`src/rtl/instr_encoder_if.sv`:
```
// Symbolic instruction stream into the encoder: valid/ready handshake plus
// opcode, register and immediate fields.
interface instr_encoder_if;
  logic       in_valid;
  logic       in_ready;
  logic [4:0] in_op;
  logic [2:0] in_rd;
  logic [2:0] in_rs;
  logic [7:0] in_imm;

  modport master (output in_valid, output in_op, output in_rd, output in_rs, output in_imm,
                  input  in_ready);
  modport slave  (input  in_valid, input  in_op, input  in_rd, input  in_rs, input  in_imm,
                  output in_ready);
endinterface

```
`src/rtl/instr_encoder.sv`:
```
// Program loader: packs symbolic instructions into 9-bit machine words and writes
// them to instruction memory through an auto-incrementing, non-wrapping address.
module instr_encoder #(
  parameter int ADDR_W = 8
) (
  input  logic              Clk,
  input  logic              Reset_n,
  instr_encoder_if.slave    bus,
  output logic              wr_en,
  output logic [ADDR_W-1:0] wr_addr,
  output logic [8:0]        wr_data,
  output logic              mem_full,
  output logic              err_pulse,
  output logic [1:0]        err_code,
  output logic [7:0]        err_count
);
  typedef enum logic [0:0] {ST_IDLE = 1'b0, ST_FILL = 1'b1} state_t;

  localparam logic [4:0]        OP_FILL  = 5'd19;
  localparam logic [4:0]        OP_ORG   = 5'd20;
  localparam logic [4:0]        OP_RSVD  = 5'd21;
  localparam logic [8:0]        NOP_WORD = 9'h150;
  localparam logic [ADDR_W-1:0] ADDR_MAX = {ADDR_W{1'b1}};

  function automatic logic [8:0] encode_word(input logic [4:0] op, input logic [2:0] rd,
                                             input logic [2:0] rs, input logic [7:0] imm);
    logic [8:0] w;
    case (op)
      5'd0, 5'd1, 5'd2, 5'd3,
      5'd4, 5'd5, 5'd6, 5'd7:    w = {2'b00, op[2:0], rd[1:0], rs[1:0]};
      5'd8, 5'd9, 5'd10, 5'd11:  w = {2'b01, op[1:0], imm[4:0]};
      5'd12:                     w = {2'b10, 3'b000, imm[3:0]};
      5'd13:                     w = {2'b10, 3'b010, rd[1:0], rs[1:0]};
      5'd14:                     w = {2'b10, 3'b011, rd[1:0], rs[1:0]};
      5'd15:                     w = {2'b10, 3'b100, rd[1:0], rs[1:0]};
      5'd17:                     w = {2'b11, 1'b0, rd, rs};
      5'd18:                     w = {2'b11, 1'b1, imm[5:0]};
      default:                   w = NOP_WORD;
    endcase
    return w;
  endfunction

  // Branch offsets are signed 5-bit, so the upper nibble must be pure sign extension.
  function automatic logic range_ok(input logic [4:0] op, input logic [2:0] rd,
                                    input logic [2:0] rs, input logic [7:0] imm);
    logic ok;
    case (op)
      5'd0, 5'd1, 5'd2, 5'd3, 5'd4, 5'd5, 5'd6, 5'd7,
      5'd13, 5'd14, 5'd15:       ok = ~rd[2] & ~rs[2];
      5'd8, 5'd9, 5'd10, 5'd11:  ok = (imm[7:4] == 4'h0) || (imm[7:4] == 4'hF);
      5'd12:                     ok = (imm[7:4] == 4'h0);
      5'd18:                     ok = (imm[7:6] == 2'b00);
      default:                   ok = 1'b1;
    endcase
    return ok;
  endfunction

  state_t            state_r, state_nxt_s;
  logic [7:0]        fill_cnt_r, fill_nxt_s;
  logic [ADDR_W-1:0] addr_r, addr_nxt_s;
  logic              mem_full_r, full_nxt_s;
  logic              wr_en_r, wr_en_nxt_s;
  logic [ADDR_W-1:0] wr_addr_r, wr_addr_nxt_s;
  logic [8:0]        wr_data_r, wr_data_nxt_s;
  logic              err_pulse_r, err_nxt_s;
  logic [1:0]        err_code_r, code_nxt_s;
  logic [7:0]        err_count_r, count_nxt_s;
  logic              accept_s, do_write_s;
  logic [8:0]        word_s;

  assign bus.in_ready = (state_r == ST_IDLE);
  assign accept_s     = bus.in_valid & bus.in_ready;

  // Next-state, memory write and error decision for the current cycle.
  always_comb begin
    state_nxt_s   = state_r;
    fill_nxt_s    = fill_cnt_r;
    addr_nxt_s    = addr_r;
    full_nxt_s    = mem_full_r;
    wr_en_nxt_s   = 1'b0;
    wr_addr_nxt_s = wr_addr_r;
    wr_data_nxt_s = wr_data_r;
    err_nxt_s     = 1'b0;
    code_nxt_s    = err_code_r;
    count_nxt_s   = err_count_r;
    do_write_s    = 1'b0;
    word_s        = NOP_WORD;
    case (state_r)
      ST_IDLE: begin
        if (accept_s) begin
          if (bus.in_op >= OP_RSVD) begin
            err_nxt_s  = 1'b1;
            code_nxt_s = 2'd1;
          end else if (!range_ok(bus.in_op, bus.in_rd, bus.in_rs, bus.in_imm)) begin
            err_nxt_s  = 1'b1;
            code_nxt_s = 2'd0;
          end else if (bus.in_op == OP_FILL) begin
            if (bus.in_imm != 8'd0) begin
              state_nxt_s = ST_FILL;
              fill_nxt_s  = bus.in_imm;
            end else begin
              state_nxt_s = ST_IDLE;
            end
          end else if (bus.in_op == OP_ORG) begin
            addr_nxt_s = ADDR_W'(bus.in_imm);
            full_nxt_s = 1'b0;
          end else if (mem_full_r) begin
            err_nxt_s  = 1'b1;
            code_nxt_s = 2'd2;
          end else begin
            do_write_s = 1'b1;
            word_s     = encode_word(bus.in_op, bus.in_rd, bus.in_rs, bus.in_imm);
          end
        end else begin
          do_write_s = 1'b0;
        end
      end
      ST_FILL: begin
        // Running out of memory abandons the rest of the fill after one overflow error.
        if (mem_full_r) begin
          err_nxt_s   = 1'b1;
          code_nxt_s  = 2'd2;
          state_nxt_s = ST_IDLE;
          fill_nxt_s  = 8'd0;
        end else begin
          do_write_s = 1'b1;
          fill_nxt_s = fill_cnt_r - 8'd1;
          if (fill_cnt_r == 8'd1) begin
            state_nxt_s = ST_IDLE;
          end else begin
            state_nxt_s = ST_FILL;
          end
        end
      end
      default: begin
        state_nxt_s = ST_IDLE;
      end
    endcase

    if (do_write_s) begin
      wr_en_nxt_s   = 1'b1;
      wr_addr_nxt_s = addr_r;
      wr_data_nxt_s = word_s;
      if (addr_r == ADDR_MAX) begin
        full_nxt_s = 1'b1;
      end else begin
        addr_nxt_s = addr_r + ADDR_W'(1);
      end
    end else begin
      wr_en_nxt_s = 1'b0;
    end

    if (err_nxt_s && (err_count_r != 8'hFF)) begin
      count_nxt_s = err_count_r + 8'd1;
    end else begin
      count_nxt_s = err_count_r;
    end
  end

  // State and output registers.
  always_ff @(posedge Clk or negedge Reset_n) begin
    if (!Reset_n) begin
      state_r     <= ST_IDLE;
      fill_cnt_r  <= 8'd0;
      addr_r      <= '0;
      mem_full_r  <= 1'b0;
      wr_en_r     <= 1'b0;
      wr_addr_r   <= '0;
      wr_data_r   <= 9'd0;
      err_pulse_r <= 1'b0;
      err_code_r  <= 2'd0;
      err_count_r <= 8'd0;
    end else begin
      state_r     <= state_nxt_s;
      fill_cnt_r  <= fill_nxt_s;
      addr_r      <= addr_nxt_s;
      mem_full_r  <= full_nxt_s;
      wr_en_r     <= wr_en_nxt_s;
      wr_addr_r   <= wr_addr_nxt_s;
      wr_data_r   <= wr_data_nxt_s;
      err_pulse_r <= err_nxt_s;
      err_code_r  <= code_nxt_s;
      err_count_r <= count_nxt_s;
    end
  end

  assign wr_en     = wr_en_r;
  assign wr_addr   = wr_addr_r;
  assign wr_data   = wr_data_r;
  assign mem_full  = mem_full_r;
  assign err_pulse = err_pulse_r;
  assign err_code  = err_code_r;
  assign err_count = err_count_r;
endmodule

```
`src/flat_wrapper.sv`:
```
// flat-port wrapper written by rule: the top's interface ports become plain ports
module instr_encoder_flat 
#(
  parameter int ADDR_W = 8
)
  (Clk, Reset_n, wr_en, wr_addr, wr_data, mem_full, err_pulse, err_code, err_count, bus_in_valid, bus_in_op, bus_in_rd, bus_in_rs, bus_in_imm, bus_in_ready);
  instr_encoder_if bus_i ();
  input  logic Clk;
  input  logic Reset_n;
  output logic wr_en;
  output logic [ADDR_W-1:0] wr_addr;
  output logic [8:0] wr_data;
  output logic mem_full;
  output logic err_pulse;
  output logic [1:0] err_code;
  output logic [7:0] err_count;
  input wire logic [$bits(bus_i.in_valid)-1:0] bus_in_valid;
  input wire logic [$bits(bus_i.in_op)-1:0] bus_in_op;
  input wire logic [$bits(bus_i.in_rd)-1:0] bus_in_rd;
  input wire logic [$bits(bus_i.in_rs)-1:0] bus_in_rs;
  input wire logic [$bits(bus_i.in_imm)-1:0] bus_in_imm;
  output wire logic [$bits(bus_i.in_ready)-1:0] bus_in_ready;
  assign bus_i.in_valid = bus_in_valid;
  assign bus_i.in_op = bus_in_op;
  assign bus_i.in_rd = bus_in_rd;
  assign bus_i.in_rs = bus_in_rs;
  assign bus_i.in_imm = bus_in_imm;
  assign bus_in_ready = bus_i.in_ready;
  instr_encoder #(.ADDR_W(ADDR_W)) u_core (.Clk(Clk), .Reset_n(Reset_n), .bus(bus_i), .wr_en(wr_en), .wr_addr(wr_addr), .wr_data(wr_data), .mem_full(mem_full), .err_pulse(err_pulse), .err_code(err_code), .err_count(err_count));
endmodule
```
`config.mk`:
```
export PLATFORM = sky130hd
export DESIGN_NAME = instr_encoder_flat
export DESIGN_NICKNAME = d
export VERILOG_FILES = /design/src/rtl/instr_encoder_if.sv /design/src/rtl/instr_encoder.sv /design/src/flat_wrapper.sv
export SDC_FILE = /design/constraint.sdc
export NUM_CORES = 1
export LEC_CHECK = 0
export CAP_MARGIN = 10
export CORE_UTILIZATION = 38
export DETAILED_ROUTE_END_ITERATION = 10
export GPL_ROUTABILITY_DRIVEN = 1
export PLACE_DENSITY = 0.76
export REMOVE_ABC_BUFFERS = 1
export SLEW_MARGIN = 5
export SYNTH_ARGS = -nofsm -noshare
export SYNTH_HDL_FRONTEND = slang
export SYNTH_SLANG_ARGS = --single-unit
```
`constraint.sdc`:
```
create_clock -name Clk -period 2.1 [get_ports Clk]
set_clock_uncertainty 0.05 [all_clocks]
set_input_delay 0.42 -clock Clk [delete_from_list [all_inputs] [get_ports Clk]]
set_output_delay 0.42 -clock Clk [all_outputs]
set_load 0.01 [all_outputs]
```
# After elaboration in Yosys (flattened, before gate mapping)

Cells that the tools add are included.

Bitwise operators: 5
Magnitude comparators: 1
$mul: 0
Mux-type cells: 65
Reduce and logical (&&, ||, !) cells: 11
Equal/unequal tests: 30
Shifts and indexed selects: 0
Div/mod/pow operators: 0
Add/sub/neg operators: 3

Operators with widths:

| operator              | number |
|---|---|
| $mux W8               | 14 |
| $pmux W9 S8           | 1 |
| $mux W9               | 7 |
| $eq A5 B4 Y1 const B  | 8 |
| $mux W1               | 31 |
| $eq A5 B3 Y1 const B  | 4 |
| $eq A5 B5 Y1 const B  | 4 |
| $add A8 B1 Y8 const B | 2 |
| $pmux W8 S2           | 1 |
| $mux W2               | 6 |
| $reduce_or A11 Y1     | 1 |
| $eq A5 B2 Y1 const B  | 2 |
| $ne A2 B2 Y1 const B  | 5 |
| $eq A8 B1 Y1 const B  | 1 |
| $eq A8 B8 Y1 const B  | 1 |
| $ne A4 B4 Y1 const B  | 2 |
| $ne A8 B8 Y1 const B  | 1 |
| $reduce_bool A8 Y1    | 1 |
| $reduce_or A8 Y1      | 1 |
| $sub A8 B1 Y8 const B | 1 |
| $pmux W1 S2           | 3 |
| $eq A5 B1 Y1 const B  | 1 |
| $ge A5 B5 Y1 const B  | 1 |
| $logic_not A5 Y1      | 1 |
| 12 further kinds      | 15 |

Bits of input ports: 22
Bits in writable memories: 0
Register bits after elaboration: 47
Latch bits: 0
ROM bits: 0
Memories: 0

# Longest topological paths before layout

Depth in word-level cells: 12
Mapped depth: 9
Gate-level depth less buffers: 7

# Worst setup path before layout

No wires, ideal clock.

Path type: input to register
Start point: input port bus_in_op[0]
End point: register u_core.addr_r[7]
Data required time: 1.963 ns
Path buffers: 2
Library setup time: 0.087 ns
Stages on the path: 8
Setup slack: -0.239 ns
Arrival time: 2.202 ns
Path through: buf_2 -> nor2_1 -> a221o_1 -> o221a_2 -> o31a_1 -> buf_6 -> or3_1 -> o211ai_1

Word-level cells in the longest chain between the ends: 12

Ends and longest elaborated chain:

| item                                                         | line                 | RTL |
|---|---|---|
| start, declared                                              | flat_wrapper.sv:18   | `input wire logic [$bits(bus_i.in_op)-1:0] bus_in_op;` |
| $eq A5 B1 Y1, or another cell as far along                   | instr_encoder.sv:47  | `case (op)` |
| $reduce_or A11 Y1 / $reduce_or A4 Y1 (equally long branches) | instr_encoder.sv:47  |  |
| $pmux W1 S4                                                  | instr_encoder.sv:47  |  |
| $mux W1                                                      | instr_encoder.sv:91  | `if (bus.in_op >= OP_RSVD) begin` |
| $mux W1                                                      | instr_encoder.sv:90  | `if (accept_s) begin` |
| $mux W1                                                      | instr_encoder.sv:88  | `case (state_r)` |
| $mux W8                                                      | instr_encoder.sv:94  | `end else if (!range_ok(bus.in_op, bus.in_rd, bus.in_rs, bus.in_imm)) begin` |
| $mux W8                                                      | instr_encoder.sv:91  |  |
| $mux W8                                                      | instr_encoder.sv:90  |  |
| $mux W8                                                      | instr_encoder.sv:88  |  |
| $mux W8                                                      | instr_encoder.sv:144 | `if (addr_r == ADDR_MAX) begin` |
| $mux W8 (*)                                                  | instr_encoder.sv:140 | `if (do_write_s) begin` |
| named net u_core.addr_nxt_s[7]                               | instr_encoder.sv:60  | `logic [ADDR_W-1:0] addr_r, addr_nxt_s;` |
| end signal, assigned                                         | instr_encoder.sv:176 | `addr_r <= addr_nxt_s;` |
| end, declared                                                | instr_encoder.sv:60  |  |

Mark *: on every way through the listed nets, which the timed path passes. The rest lies on a longest branch. The select of a mux whose other input is x is not followed.
A chain may end at the register's enable or synchronous reset.

# Final worst setup path

Start point: input port bus_in_op[1]
End point: register u_core.wr_addr_r[5] (netlist: u_core.wr_addr[5])

Word-level cells in the longest chain between the ends: 10

Ends and longest elaborated chain:

| item                                                         | line                 | RTL |
|---|---|---|
| $eq A5 B1 Y1, or another cell as far along                   | instr_encoder.sv:47  |  |
| $reduce_or A11 Y1 / $reduce_or A4 Y1 (equally long branches) | instr_encoder.sv:47  |  |
| $pmux W1 S4                                                  | instr_encoder.sv:47  |  |
| $mux W1                                                      | instr_encoder.sv:91  |  |
| $mux W1                                                      | instr_encoder.sv:90  |  |
| $mux W1                                                      | instr_encoder.sv:88  |  |
| $mux W1                                                      | instr_encoder.sv:94  |  |
| $mux W1 (*)                                                  | instr_encoder.sv:91  |  |
| $mux W1 (*)                                                  | instr_encoder.sv:90  |  |
| $pmux W1 S2 (*)                                              | instr_encoder.sv:88  |  |
| end signal, assigned                                         | instr_encoder.sv:179 | `wr_addr_r <= wr_addr_nxt_s;` |
| end, declared                                                | instr_encoder.sv:63  | `logic [ADDR_W-1:0] wr_addr_r, wr_addr_nxt_s;` |

Mark *: on every way between the ends. The rest lies on a longest branch, timed or not. The select of a mux whose other input is x is not followed.

==> results.py <==
metrics = {
    "layout": {
        "syn_to_final_growth_pct": 53.2,
        "final_cell_mix": "71 x buf_4, 47 x dfrtp_1, 40 x clkdlybuf4s50_1",
        "drive_gt1_share_pct": 30.9,
        "nNetsFinal": 429,
        "finalNonFillerCells": 500,
        "antenna_cells": 0,
        "finalInstanceArea_um2": 4070,
        "fillers": 566,
        "fin_util_pct": 59.9,
        "layout_commonest_cell": "buf_4",
    },
    "die": {
        "die_h_um": 85.6,
        "coreArea_um2": 6790,
        "initial_utilization_pct": 39.1,
        "io_pins": 53,
        "die_x_um": 85.6,
        "fp.dieArea_um2": 7340,
        "rows": 30,
    },
    "grt": {
        "grt_usage_pct": 22.1,
        "grt_max_degree": 28,
        "grt_overflow": 0,
        "grt_first_pass_wirelength_um": 12800,
        "antenna_found_initial": 0,
        "grt_pass1_vias": 2690,
    },
    "sta": {
        "setup_ws_ps": -40.1,
        "rsz0062_at_grt": "yes",
        "slew_headroom_pct": 64.6,
        "tightest_slew_ps": 531,
        "hold_viol_final": 0,
        "fin_tns_setup_ps": -201,
        "fin_crit_sh_pct": 102,
        "fin_crit_ps": 2140,
        "drv_slew": 0,
        "setup_viol": 7,
        "fmaxAchievable_mhz": 467,
    },
    "pwr": {
        "power.internal_mw": 2.48,
        "switching_power_mw": 1.37,
        "pwr-share-clk_pct": 14.7,
        "p_leak_nw": 1.92,
        "combPwrFrac_pct": 45.3,
        "swShare_pct": 35.7,
        "seqPwrFrac_pct": 40.1,
        "ir_drop_uv": 512,
        "p_per_area_nw_per_um2": 945,
    },
    "clocking": {
        "cts_buffers": 5,
        "cts_max_path_buffers": 2,
        "cts_root_buf": "clkbuf_8",
        "clk_latency_ps": 300,
        "cts_tree": "done",
        "numClockSinks": 47,
        "htreeDepth": 2,
        "path_clk_slew_ps": 90,
        "postCtsHoldBufs": 0,
    },
    "status": {
        "violations": "setup timing",
        "outcome": "finished with violations",
    },
    "worst_setup_path": {
        "rr_worst_depth": 7,
        "worstSetupStartpointType": "input pin",
        "crit_required_ps": 2250,
        "timing.rr.start": "u_core.state_r$_DFF_PN0_",
        "cp.arrival_ps": 2290,
        "cp_max_fo": 6,
        "cp-startpoint": "bus_in_op[1]",
        "worstSetupPathType": "input pin to flip-flop",
        "worstSetupEndpointType": "flip-flop",
    },
    "placed_design": {
        "dp.cells": 483,
        "gp_congestion": 0.977,
        "port_buffers": 52,
        "placed_area_um2": 3750,
        "dpl_worst_slack_ps": -722,
        "dp_hpwl_um": 5700,
    },
    "worst_hold_path": {
        "worst_hold_path_type": "input pin to async pin",
    },
    "synth": {
        "netlist_instances": 282,
        "ys_types": 50,
        "synth_seq_cells": 47,
        "synthFlopType": "dfrtp_1",
        "synth-edff-count": 0,
        "yosysWarnings": 0,
        "yosysSeqAreaShare_pct": 44.2,
        "syn_area_per_cell_um2": 9.43,
        "synthArstFlopShare_pct": 100,
        "netlist_area_um2": 2660,
    },
    "drt": {
        "drt_first_iter_violations": 176,
        "avgRoutedWirePerCell_um": 16.0,
        "first_pass_iters": 4,
        "viasPerCell": 5.42,
        "drc_errors": 0,
        "wl_um": 8010,
        "vias": 2711,
        "antenna_left": 0,
    },
    "job": {
        "drv_cap": 0,
    },
}
[cell families after synthesis]
family | after synthesis | synth area share, %
fa+ha+maj | 4 | 1.88
mux | 23 | 9.04
simple gates | 102 | 19.1
flops | 47 | 44.2
xor+xnor | 14 | 4.61
buf+inv | 23 | 3.81
compound gates | 69 | 17.3
[stage by stage]
step | total power [mW] | hold WS (ps)
floorplan | 2.31 | 74.4
global placement | 3.14 | 375
detailed placement | 3.19 | 382
CTS | 3.77 | 50.9
global route | 4.11 | 63.6
finish | 3.85 | 33.9
[critical path, cell delays in order]
cell and delay (ps):
buf_6 100, buf_4 150, or3b_4 410, a21o_1 230, nand2b_1 100, o31a_1 270, buf_12 150, buf_4 120
mux2_2 320
[sequential cells by signal, indices dropped and copies added (netlist names)]
signal             cells
u_core.addr_r          8
u_core.err_code        2
u_core.err_count       8
u_core.err_pulse       1
u_core.fill_cnt_r      8
u_core.mem_full        1
u_core.state_r         1
u_core.wr_addr         8
u_core.wr_data         9
u_core.wr_en           1
[routing by layer]
metal  wire, um  global-route usage [%]  vias to the layer above
met2       3940                    35.7                       95
met5          0                       0                        -
met1       3390                    29.0                     1331
li1           -                       -                     1264
met3        448                    3.27                       21
met4        231                    11.1                        0
[final cells by class]
class	instances	area (um^2)	area share [%]
Clock inverter	3	18.8	0.461
Multi-Input combinational cell	212	1540	37.8
Timing Repair Buffer	126	1110	27.2
Sequential cell	47	1180	28.9
Tap cell	96	120	2.95
Clock buffer	5	68.8	1.69
Inverter	11	41.3	1.01
[power groups by stage]
stage          combinational, mW  clock, mW  sequential [mW]
3_5_place_dp                1.64          0             1.55
5_1_grt                     1.90      0.607             1.60
4_1_cts                     1.66      0.575             1.54
6_report                    1.74      0.565             1.54
3_3_place_gp                1.60          0             1.53
2_1_floorplan              0.700          0             1.61
[cell usage after synthesis, types with 4 or more instances]
cell,count,area share (%)
ha_1,4,1.9
mux2i_1,15,5.6
o21ai_0,14,2.6
xnor2_1,4,1.3
xor2_1,10,3.3
a22oi_1,4,1.1
a21o_1,4,1.1
dfrtp_1,47,44
and3_1,6,1.4
nand3_1,16,3.0
nand2_1,31,4.4
mux2_2,8,3.4
nor2_1,19,2.7
nand2b_1,4,0.94
clkbuf_1,7,0.99
o211ai_1,5,1.4
a21oi_1,10,1.9
o22ai_1,11,2.6
nor3_1,4,0.75
inv_1,11,1.6
[path summary, 6_finish.rpt]
| path | to | slack [ps] |
|---|---|---|
| max | u_core.wr_addr[5]$_DFFE_PN0P_ | -40 |
| min reg2reg | u_core.err_count[6]$_DFFE_PN0P_ | 450 |
| min | u_core.err_count[3]$_DFFE_PN0P_ | 30 |
| max reg2reg | u_core.addr_r[4]$_DFF_PN0_ | 60 |
| min in group Clk | u_core.err_count[6]$_DFFE_PN0P_ | 450 |
| max in group asynchronous | u_core.addr_r[0]$_DFF_PN0_ | 1440 |
[repair_timing]
item,CTS,global route
endpoints found under the setup margin,46,26
pin swaps,7,17
setup buffers,1,7
gates resized for setup,33,49
cloned,0,1
(Power assumes the default switching activity.)
